===== src/rtl/scan_chain_driver_pkg.sv =====
// Shared processor package: scan driver FSM states, scan bit order and control FSM states.
package scan_chain_driver_pkg;

    localparam int unsigned ByteBits = 8;

    // First bit presented to the chain is bit 0 of each host byte.
    localparam bit ScanLsbFirst = 1'b1;

    typedef enum logic [2:0] {
        StIdle,
        StLoad,
        StShift,
        StUnload,
        StFinish
    } scan_state_e;

    typedef enum logic [1:0] {
        CtrlRun,
        CtrlHold,
        CtrlScan
    } ctrl_state_e;

    function automatic int unsigned last_byte_bits(int unsigned chain_len, int unsigned nbytes);
        return chain_len - ByteBits * (nbytes - 1);
    endfunction

endpackage


===== src/rtl/scan_chain_driver_counter.sv =====
// Loadable down-counter with zero flag; decrement saturates at zero.
module scan_bit_counter #(
    parameter int unsigned Width = 3
) (
    input  logic             clk,
    input  logic             rst,
    input  logic             load,
    input  logic [Width-1:0] load_value,
    input  logic             dec,
    output logic             zero
);

    logic [Width-1:0] count_q;

    always_ff @(posedge clk) begin
        if (rst) begin
            count_q <= '0;
        end else if (load) begin
            count_q <= load_value;
        end else if (dec && (count_q != '0)) begin
            count_q <= count_q - 1'b1;
        end
    end

    assign zero = (count_q == '0);

endmodule


===== src/rtl/scan_chain_driver.sv =====
// Byte-wide host interface that shifts a session of bytes through an external scan chain
// while holding the processor, capturing the bits that fall out of the chain.
module scan_chain_driver
    import scan_chain_driver_pkg::*;
#(
    parameter int unsigned CHAIN_LEN = 4,
    // Derived from CHAIN_LEN; not meant to be overridden.
    parameter int unsigned NBYTES    = (CHAIN_LEN + 7) / 8
) (
    input  logic       clk,
    input  logic       rst,
    input  logic       start,
    input  logic [7:0] in_data,
    input  logic       in_valid,
    output logic       in_ready,
    output logic [7:0] out_data,
    output logic       out_valid,
    input  logic       out_ready,
    output logic       busy,
    output logic       done,
    output logic       cpu_hold,
    output logic       scan_enable,
    output logic       scan_in,
    input  logic       scan_out
);

    localparam int unsigned LastBits = last_byte_bits(CHAIN_LEN, NBYTES);
    localparam int unsigned ByteCntW = (NBYTES > 1) ? $clog2(NBYTES) : 1;
    localparam int unsigned TxBit    = ScanLsbFirst ? 0 : ByteBits - 1;

    localparam logic [2:0]          FullLoad  = 3'(ByteBits - 1);
    localparam logic [2:0]          LastLoad  = 3'(LastBits - 1);
    localparam logic [2:0]          LastShift = 3'(ByteBits - LastBits);
    localparam logic [ByteCntW-1:0] ByteLoad  = ByteCntW'(NBYTES - 1);

    scan_state_e state_q, state_d;
    logic [7:0]  shreg_q;
    logic [7:0]  out_data_q;
    logic        in_ready_q, out_valid_q, busy_q, done_q, scan_enable_q;

    logic        bit_zero, byte_zero;
    logic        in_hs, out_hs;
    logic [7:0]  shift_next, aligned;
    logic [2:0]  out_shift;

    assign in_hs  = (state_q == StLoad) && in_valid;
    assign out_hs = (state_q == StUnload) && out_ready;

    // Bit count of the current byte: loaded with (bits - 1), SHIFT ends on zero.
    scan_bit_counter #(
        .Width (3)
    ) u_bit_cnt (
        .clk        (clk),
        .rst        (rst),
        .load       (in_hs),
        .load_value (byte_zero ? LastLoad : FullLoad),
        .dec        (state_q == StShift),
        .zero       (bit_zero)
    );

    // Bytes remaining after the current one; zero marks the last byte of the session.
    scan_bit_counter #(
        .Width (ByteCntW)
    ) u_byte_cnt (
        .clk        (clk),
        .rst        (rst),
        .load       ((state_q == StIdle) && start),
        .load_value (ByteLoad),
        .dec        (out_hs),
        .zero       (byte_zero)
    );

    always_comb begin
        state_d = state_q;
        case (state_q)
            StIdle:   if (start) state_d = StLoad;
            StLoad:   if (in_valid) state_d = StShift;
            StShift:  if (bit_zero) state_d = StUnload;
            StUnload: if (out_ready) state_d = byte_zero ? StFinish : StLoad;
            StFinish: state_d = StIdle;
            default:  state_d = StIdle;
        endcase
    end

    // A short last byte leaves its captured bits at the top of the register.
    always_comb begin
        shift_next = ScanLsbFirst ? {scan_out, shreg_q[7:1]} : {shreg_q[6:0], scan_out};
        out_shift  = byte_zero ? LastShift : 3'd0;
        aligned    = ScanLsbFirst ? (shift_next >> out_shift)
                                  : (shift_next & (8'hFF >> out_shift));
    end

    always_ff @(posedge clk) begin
        if (rst) begin
            state_q       <= StIdle;
            shreg_q       <= '0;
            out_data_q    <= '0;
            in_ready_q    <= 1'b0;
            out_valid_q   <= 1'b0;
            busy_q        <= 1'b0;
            done_q        <= 1'b0;
            scan_enable_q <= 1'b0;
        end else begin
            state_q       <= state_d;
            in_ready_q    <= (state_d == StLoad);
            out_valid_q   <= (state_d == StUnload);
            busy_q        <= (state_d != StIdle);
            done_q        <= (state_d == StFinish);
            scan_enable_q <= (state_d == StShift);
            if (in_hs) begin
                shreg_q <= in_data;
            end else if (state_q == StShift) begin
                shreg_q <= shift_next;
            end
            if ((state_q == StShift) && bit_zero) begin
                out_data_q <= aligned;
            end
        end
    end

    assign in_ready    = in_ready_q;
    assign out_valid   = out_valid_q;
    assign out_data    = out_data_q;
    assign busy        = busy_q;
    assign cpu_hold    = busy_q;
    assign done        = done_q;
    assign scan_enable = scan_enable_q;
    assign scan_in     = scan_enable_q & shreg_q[TxBit];

endmodule


===== config.mk =====
export PLATFORM = sky130hd
export DESIGN_NAME = scan_chain_driver
export DESIGN_NICKNAME = d
export VERILOG_FILES = /design/src/rtl/scan_chain_driver_pkg.sv /design/src/rtl/scan_chain_driver_counter.sv /design/src/rtl/scan_chain_driver.sv
export SDC_FILE = /design/constraint.sdc
export NUM_CORES = 1
export LEC_CHECK = 0
export ABC_AREA = 0
export CELL_PAD_IN_SITES_DETAIL_PLACEMENT = 0
export CELL_PAD_IN_SITES_GLOBAL_PLACEMENT = 1
export CORE_MARGIN = 3
export CORE_UTILIZATION = 37
export CTS_CLUSTER_DIAMETER = 30
export CTS_CLUSTER_SIZE = 16
export DETAILED_ROUTE_END_ITERATION = 8
export PLACE_DENSITY_LB_ADDON = 0.1
export SYNTH_ARGS = -nofsm -noshare
export SYNTH_HDL_FRONTEND = slang
export SYNTH_HIERARCHICAL = 1
export SYNTH_SLANG_ARGS = --single-unit

===== constraint.sdc =====
create_clock -name clk -period 1.9 [get_ports clk]
set_input_delay 0.57 -clock clk [delete_from_list [all_inputs] [get_ports clk]]
set_output_delay 0.57 -clock clk [all_outputs]
set_load 0.005 [all_outputs]

== Word level (Yosys, flattened, before mapping) ==
Index checks and enable logic that the tools add are counted.

* Add/sub/neg operators: 2
* $mul: 0
* Divide/modulo/power cells: 0
* Magnitude comparators: 0
* Equality and inequality tests: 7
* Shifts and indexed selects: 1
* Mux-type cells: 12
* Bitwise gates (word level): 1
* Reduce and logical (&&, ||, !) cells: 13

{| class="wikitable"
|+ Operators by type and width
! kind !! count
|-
| two-way mux 3 bit || 9
|-
| two-way mux 8 bit || 2
|-
| == test 3 x 2 -> 1 bit (second input constant) || 4
|-
| one-hot mux 3 bit (4 select lines) || 1
|-
| right shift 8 x 3 -> 8 bit || 1
|-
| == test 3 x 1 -> 1 bit (second input constant) || 2
|-
| logical AND 1 bit || 6
|-
| logical NOT 3 bit || 2
|-
| nonzero test 3 bit || 2
|-
| nonzero test 2 bit || 2
|-
| == test 3 bit (second input constant) || 1
|-
| subtractor 3 x 1 -> 3 bit (second input constant) || 1
|-
| OR reduction 2 bit || 1
|-
| AND 1 bit || 1
|-
| subtractor 1 bit (second input constant) || 1
|}

* Bits in registers: 28
* Bits in latches: 0
* RAM bits: 0
* Memory bits (read-only): 0
* Input port bits: 14
* Output and inout port bits: 15
* Logic and storage cells: 46
* Memories kept: 0

== Depth between registers and ports, before layout ==
Gate-level depths: netlist (run 1).

* Depth in word-level cells: 4
* Depth in mapped cells: 7
* Mapped depth without buffers: 6

== Hierarchy ==
The synthesis (run 1) kept the hierarchy.

{| class="wikitable"
|+ By module, submodules not included
! module !! instances !! cells an instance !! area an instance (µm²) !! sequential area each (µm²)
|-
| scan_chain_driver || 1 || 123 || 1101.1 || 480.5
|-
| scan_bit_counter (u_bit_cnt) || 1 || 21 || 182.7 || 60.1
|-
| scan_bit_counter (u_byte_cnt) || 1 || 4 || 47.5 || 20.0
|}

== Least setup slack after synthesis (run 1) ==
Ideal clock, no wire load.

* Path type: register -> register
* From: register u_bit_cnt.count_q[0]
* To: register u_bit_cnt.count_q[1]
* Library setup time: 0.074 ns
* Data arrival time: 1.350 ns
* Data required time: 1.826 ns
* Setup slack: 0.475 ns
* Cell stages (with the launch flop): 7
* Buffers on the path: 0
* Clock period less this slack: 1.425 ns
* Cell sequence: dfxtp_1 inv_1 ha_1 ha_1 nand2b_4 or3_1 a31oi_1

* Word-level cells in the longest chain between the ends: 3
* Elaborated cells between the ends (all ways): 6
* Those cells by class: 1 x add/sub; 2 x mux; 3 x reduce/logical

{| class="wikitable"
|+ RTL lines
! element !! line !! source
|-
| start, declared || scan_chain_driver_counter.sv:13 || <nowiki>logic [Width-1:0] count_q;</nowiki>
|-
| start signal, assigned || scan_chain_driver_counter.sv:19 || <nowiki>count_q <= load_value;</nowiki>
|-
| start signal, assigned || scan_chain_driver_counter.sv:21 || <nowiki>count_q <= count_q - 1'b1;</nowiki>
|-
| subtractor 3 x 1 -> 3 bit / nonzero test 3 bit (equally long branches) || scan_chain_driver_counter.sv:21, scan_chain_driver_counter.sv:20 ||
|-
| two-way mux 3 bit / logical AND 1 bit (equally long branches) || scan_chain_driver_counter.sv:20 || <nowiki>end else if (dec && (count_q != '0)) begin</nowiki>
|-
| two-way mux 3 bit / nonzero test 2 bit (equally long branches) || n/a ||
|}

Several ways; a longest one is shown, not always the timed one. The select of a mux whose other input is x is not followed.
A chain may end at the register's enable or synchronous reset.

== Worst setup path in the final report (run 1) ==
* From: register out_data_q[2], in the netlist out_data[2]
* To: output out_data[2]

{| class="wikitable"
|+ RTL lines
! element !! line !! source
|-
| start, declared || scan_chain_driver.sv:38 || <nowiki>logic [7:0] out_data_q;</nowiki>
|-
| start signal, assigned || scan_chain_driver.sv:116 || <nowiki>out_data_q <= aligned;</nowiki>
|-
| end, declared || scan_chain_driver.sv:16 || <nowiki>output logic [7:0] out_data,</nowiki>
|}

No word-level cell between the ends.

==> results.json, run 1 <==
{
  "status": "complete, no violations",
  "rows": 21,
  "synth-seq-area-share_pct": 42.11,
  "route.met3.wl_um": 112,
  "die_w_um": 65.99,
  "finalNonFillerCells": 222,
  "antenna_found_initial": 0,
  "drive_gt1_share_pct": 10.80,
  "place_worst_setup_slack_ns": -0.007886,
  "grtUsageTotal_pct": 13.88,
  "hold_class": "flop to flop",
  "rsz0062_at_grt": "no",
  "cp_cell_sequence": "clkdlybuf4s50_1",
  "grt_pass1_wl_mm": 4.719,
  "dp_cells": 218,
  "ioPinCount": 29,
  "die-area_um2": 4354,
  "synth-edff-count": 0,
  "min_period_ns": 1.776,
  "maxCapViolations": 0,
  "hold_viol_final": 0,
  "ir_drop_uv": 339.8,
  "vias": 1140,
  "utilization_pct": 49.80,
  "top_layer": "met4",
  "cpMaxStageDelayCell": "clkdlybuf4s50_1",
  "startpoint_type": "flop",
  "yosys_warnings": 6,
  "syn_area_um2": 1331,
  "ys_types": 43,
  "root_buffer": "clkbuf_4",
  "setup_slack_ns": 0.1238,
  "clock-sinks": 28,
  "synthTopCellsByArea": "dfxtp_1 (42%), a311oi_1 (3.9%), a21oi_1 (3.8%)",
  "synth_top_cell_by_area": "dfxtp_1",
  "max_stage_delay_ns": 0.50,
  "routed-wl-met2_mm": 1.298,
  "setup_viol": 0,
  "grt_pass1_vias": 1051,
  "cts_tree": "built",
  "timing.final.crit_share_pct": 93.49,
  "yosysTopAreaCellShare_pct": 42.11,
  "postSynthCellCount": 148,
  "place.gp.congestion": 0.7827,
  "grt_max_degree": 19,
  "crit_family": "buffers and inverters",
  "antenna_left": 0,
  "fin_skew_ns": 0.004506,
  "place_hpwl_mm": 2.080,
  "final_cell_mix": "clkdlybuf4s50_1 (27), dfxtp_1 (26), nand2_1 (13)",
  "die_h_um": 65.99,
  "synth_ff_type": "dfxtp_1",
  "worstPathRequired_ns": 1.33,
  "cts_setup_buffers": 0,
  "cellPowerDensity_nw_per_um2": 709.2,
  "cts_inserted_buffers": 3,
  "postSynthAreaPerCell_um2": 8.995,
  "vias_per_cell": 5.135,
  "finalMaxSlewViolations": 0,
  "timing.slew.headroom_pct": 61.91,
  "met1_length_mm": 1.402,
  "nNetsFinal": 193,
  "area_delta_synth_final_pct": 26.79,
  "crit_type": "flop to output pin",
  "cp-end-kind": "output pin",
  "routed_wl_mm": 2.861,
  "drtIter0Drc": 41,
  "antenna_cells": 0,
  "cts.htree.levels": 1,
  "ys_ff_latch": 28,
  "coreArea_um2": 3390,
  "clkSlewWorstSetupHoldPaths_ns": 0.16,
  "cts_buffer_depth": 2,
  "io_buffers": 28,
  "path_buf_inv": 1,
  "initial_utilization_pct": 39.28,
  "grt-ovfl-total": 0,
  "drc": 0,
  "fmax_ghz": 0.5630,
  "worst_pin_slew_ns": 0.5706,
  "leakage_nw": 0.6464,
  "synthArstFlopShare_pct": 0,
  "first_pass_iters": 4,
  "final_common_cell": "clkdlybuf4s50_1",
  "cts_resized": 0,
  "wire_per_inst_um": 12.89,
  "clock_latency_ns": 0.33,
  "arrival_ns": 1.21,
  "holdBufCountCts": 0,
  "cp_max_fo": 2
}
## routing by layer
| metal | vias up | global-route usage (%) |
|---|---|---|
| met5 | - | 0 |
| met4 | 0 | 6.091 |
| met3 | 4 | 2.041 |
| met2 | 23 | 22.90 |
| met1 | 535 | 17.87 |
| li1 | 578 | - |
## report_power, final
part / switching [W] / total, W / internal [W] / leakage [nW]
Combinational: 0.000108 / 0.000235 / 0.000127 / 0.397
Sequential: 0.0000359 / 0.000662 / 0.000626 / 0.229
Clock: 0.000183 / 0.000300 / 0.000117 / 0.0210
## path summary, 6_finish.rpt
check / start / end / slack (ns) / depth (start not counted)
worst max-delay path: out_data[2] / out_data[2] / 0.12 / 1
worst min-delay path: out_data[5] / out_data[5] / 0.46 / 2
worst max register to register: u_bit_cnt/count_q[0] / u_bit_cnt/count_q[1] / 0.33 / 6
worst min register to register: out_data[5] / out_data[5] / 0.46 / 2
## cell type report
class,instances,area (um^2)
sequential,28,563.0
timing repair buffer,34,327.8
clock buffer,4,36.28
multi-input combinational,102,673.1
fill,330,1702
tap,46,57.56
inverter,8,30.03
## sequential cells by signal, indices dropped and copies added, names as in the netlist
name / cells
u_bit_cnt/count_q: 3
done: 1
busy: 1
scan_enable: 1
in_ready: 1
out_data: 8
state_q: 3
shreg_q: 8
out_valid: 1
u_byte_cnt/count_q: 1
## synth_stat cells (2+ instances only)
| cell type | instances |
|---|---|
| nor4_1 | 2 |
| o21ai_0 | 6 |
| a31oi_1 | 3 |
| nand2b_1 | 2 |
| nand2_1 | 13 |
| buf_4 | 3 |
| nor3_1 | 2 |
| buf_6 | 2 |
| a22oi_1 | 2 |
| ha_1 | 2 |
| nand3_1 | 4 |
| a311oi_1 | 6 |
| nor2_1 | 12 |
| inv_1 | 7 |
| mux2i_1 | 4 |
| or3_1 | 3 |
| nand3b_1 | 5 |
| a21oi_1 | 10 |
| clkbuf_1 | 2 |
| buf_2 | 3 |
| a211oi_1 | 4 |
| and3b_1 | 2 |
| conb_1 | 2 |
| dfxtp_1 | 28 |
## cells by family after synthesis
group / count (synthesis) / synth area share (%)
compound gates: 38 / 20.21
fa+ha+maj: 2 / 1.879
mux: 4 / 3.008
simple gates: 54 / 23.97
buf+inv: 19 / 7.612
xor+xnor: 1 / 0.6580
other cells: 2 / 0.5641
flops: 28 / 42.11
## worst reg2reg max path: stages, from the launching register on
cell      delay [ns]
dfxtp_1         0.38
inv_1           0.05
ha_1            0.19
ha_1            0.23
nand2b_4        0.18
or3_1           0.32
a31oi_1         0.17
## through the flow
step	total power, W	hold slack (ns)	area, um^2	TNS, ns
floorplan	0.0008171	0.4483	1335	0
global placement	0.0009068	0.4418	1647	0
detailed placement	0.0009110	0.4455	1647	-0.01272
CTS	0.001209	0.4638	1683	0
global route	0.001258	0.4801	1688	0
finish	0.001197	0.4599	1688	0
Note: power is estimated with default switching activity, not from simulation.
==> run 2, diff against run 1 <==
- CELL_PAD_IN_SITES_DETAIL_PLACEMENT: 0 -> default
- CELL_PAD_IN_SITES_GLOBAL_PLACEMENT: 1 -> default
- CORE_UTILIZATION: 37 -> 45
- PLACE_DENSITY: default -> 0.72
- PLACE_DENSITY_LB_ADDON: 0.1 -> default
==> run 2 against run 1 <==
Effect of this change: wire length up 3.6%; sequential share of layout area up 0.53 points; clock-buffer cell count unchanged; die area down 16%; critical endpoint is now out_data[4]; largest power group unchanged.
==> results.json, run 2 (synthesized netlist as in run 1, its figures left out) <==
{
  "max_stage_delay_ns": 0.51,
  "setup_viol": 0,
  "place_hpwl_mm": 2.157,
  "regArea_um2": 563.0,
  "first_pass_iters": 4,
  "clock_latency_ns": 0.33,
  "leakage_nw": 0.6411,
  "cp_cell_sequence": "clkdlybuf4s50_1",
  "hold_class": "flop to flop",
  "r2r_cells": 6,
  "die-area_um2": 3647,
  "cts_tree": "built",
  "crit_type": "flop to output pin",
  "r2r_setup_slack_ns": 0.29,
  "grtUsageTotal_pct": 16.89,
  "power_frac_clock_pct": 24.7,
  "routed_wl_mm": 2.964,
  "finalMaxSlewViolations": 0,
  "hold_start": "out_data[7]",
  "grt_pass1_wl_mm": 4.643,
  "vias_per_cell": 5.636,
  "vias": 1161,
  "cellPowerDensity_nw_per_um2": 718.3,
  "drc": 0,
  "pwr-share-seq_pct": 55.6,
  "worstPathRequired_ns": 1.33,
  "timing.rr.end": "u_bit_cnt/count_q[1]",
  "r2r-start": "u_bit_cnt/count_q[0]",
  "rsz0062_at_grt": "no",
  "io_buffers": 28,
  "status": "complete, no violations",
  "combinationalPowerShare_pct": 19.6,
  "switching_power_w": 0.0003243,
  "antenna_found_initial": 0,
  "fin_skew_ns": 0.002966,
  "cpMaxStageDelayCell": "clkdlybuf4s50_1",
  "p_total_w": 0.001194,
  "root_buffer": "clkbuf_4",
  "final_cell_mix": "clkdlybuf4s50_1 (27), dfxtp_1 (26), nand2_1 (13)",
  "hold-path-cell-count": 2,
  "arrival_ns": 1.19,
  "sw_frac_of_total_pct": 27.17,
  "drtIter0Drc": 39,
  "coreArea_um2": 2781,
  "holdBufCountCts": 0,
  "die_w_um": 60.39,
  "antenna_left": 0,
  "multi_input_area_um2": 673.1,
  "min_period_ns": 1.758,
  "timing.final.crit_share_pct": 92.53,
  "cts_inserted_buffers": 3,
  "drive_gt1_share_pct": 10.29,
  "cp_max_fo": 2,
  "wire_per_inst_um": 14.39,
  "area_delta_synth_final_pct": 24.81,
  "nFillCells": 254,
  "hold_viol_final": 0,
  "cp-end-kind": "output pin",
  "antenna_cells": 0,
  "clkSlewWorstSetupHoldPaths_ns": 0.15,
  "path_buf_inv": 1,
  "ioPinCount": 29,
  "crit_family": "buffers and inverters",
  "internal_power_w": 0.0008693,
  "ir_drop_uv": 460.2,
  "timing.slew.headroom_pct": 59.82,
  "grt_pass1_vias": 1039,
  "startpoint_type": "flop",
  "grt_max_degree": 19,
  "cts_buffer_depth": 2,
  "maxCapViolations": 0,
  "worst_pin_slew_ns": 0.6019,
  "nNetsFinal": 192,
  "place.gp.congestion": 0.8049,
  "holdPathEnd": "out_data[7]",
  "placed_area_um2": 1620,
  "cts.htree.levels": 1,
  "grt-ovfl-total": 0,
  "final_common_cell": "clkdlybuf4s50_1",
  "fmax_ghz": 0.5688,
  "initial_utilization_pct": 47.86,
  "rows": 19,
  "die_h_um": 60.39,
  "final_cell_area_um2": 1662,
  "clock-sinks": 28
}
## run 2: cell types whose count changed in the layout (fill, tap and decap cells not counted)
cell   previous run  this run
buf_4             6         5
## run 2: how the worst max path moves through the flow
stage                              start                   end  cells past startpoint
global route                 out_data[3]           out_data[3]                      1
finish                       out_data[4]           out_data[4]                      1
detailed placement              in_valid  u_bit_cnt/count_q[2]                      5
floorplan           u_bit_cnt/count_q[0]  u_bit_cnt/count_q[1]                      6
CTS                          scan_enable               scan_in                      2
global placement                in_valid  u_bit_cnt/count_q[1]                      5
## run 2: cell type report
type	instances	share of cell area (%)
multi-input combinational	102	40.51
sequential	28	33.89
timing repair buffer	33	19.28
tap	31	2.334
clock buffer	4	2.184
inverter	8	1.807
## run 2: per-stage QoR
stage / hold slack, ns / util [%] / setup TNS, ns / setup slack, ns / cells
final: 0.4683 / 59.74 / 0 / 0.1418 / 206
after global routing: 0.4858 / 59.74 / 0 / 0.07198 / 206
after CTS: 0.4731 / 59.56 / 0 / 0.03142 / 206
after detailed placement: 0.4521 / 58.25 / -0.02181 / -0.01115 / 202
after global placement: 0.4435 / 58.25 / 0 / 0.04459 / 202
after floorplan: 0.4483 / - / 0 / 0.4755 / 149
## run 2: metal layers
| metal | wire length (um) | global-route usage, % | part of all wire, % | vias to the layer above |
|---|---|---|---|---|
| li1 | - | - | - | 581 |
| met1 | 1312 | 21.85 | 44 | 547 |
| met2 | 1446 | 28.70 | 49 | 29 |
| met3 | 176 | 2.553 | 5.9 | 4 |
| met4 | 29 | 5.696 | 0.98 | 0 |
| met5 | 0 | 0 | 0 | - |
## run 2: what timing repair did
action                     in CTS  in global routing
buffers inserted                0                  0
setup endpoints to repair       0                  1
gates resized for setup         0                  3
## run 2: power groups by stage
stage	clock network (W)	registers (W)	logic, W
after floorplan	0	0.000661	0.000156
after global placement	0	0.000674	0.000226
after detailed placement	0	0.000676	0.000234
after CTS	0.000302	0.000663	0.000235
after global routing	0.000326	0.000671	0.000258
final	0.000295	0.000664	0.000234
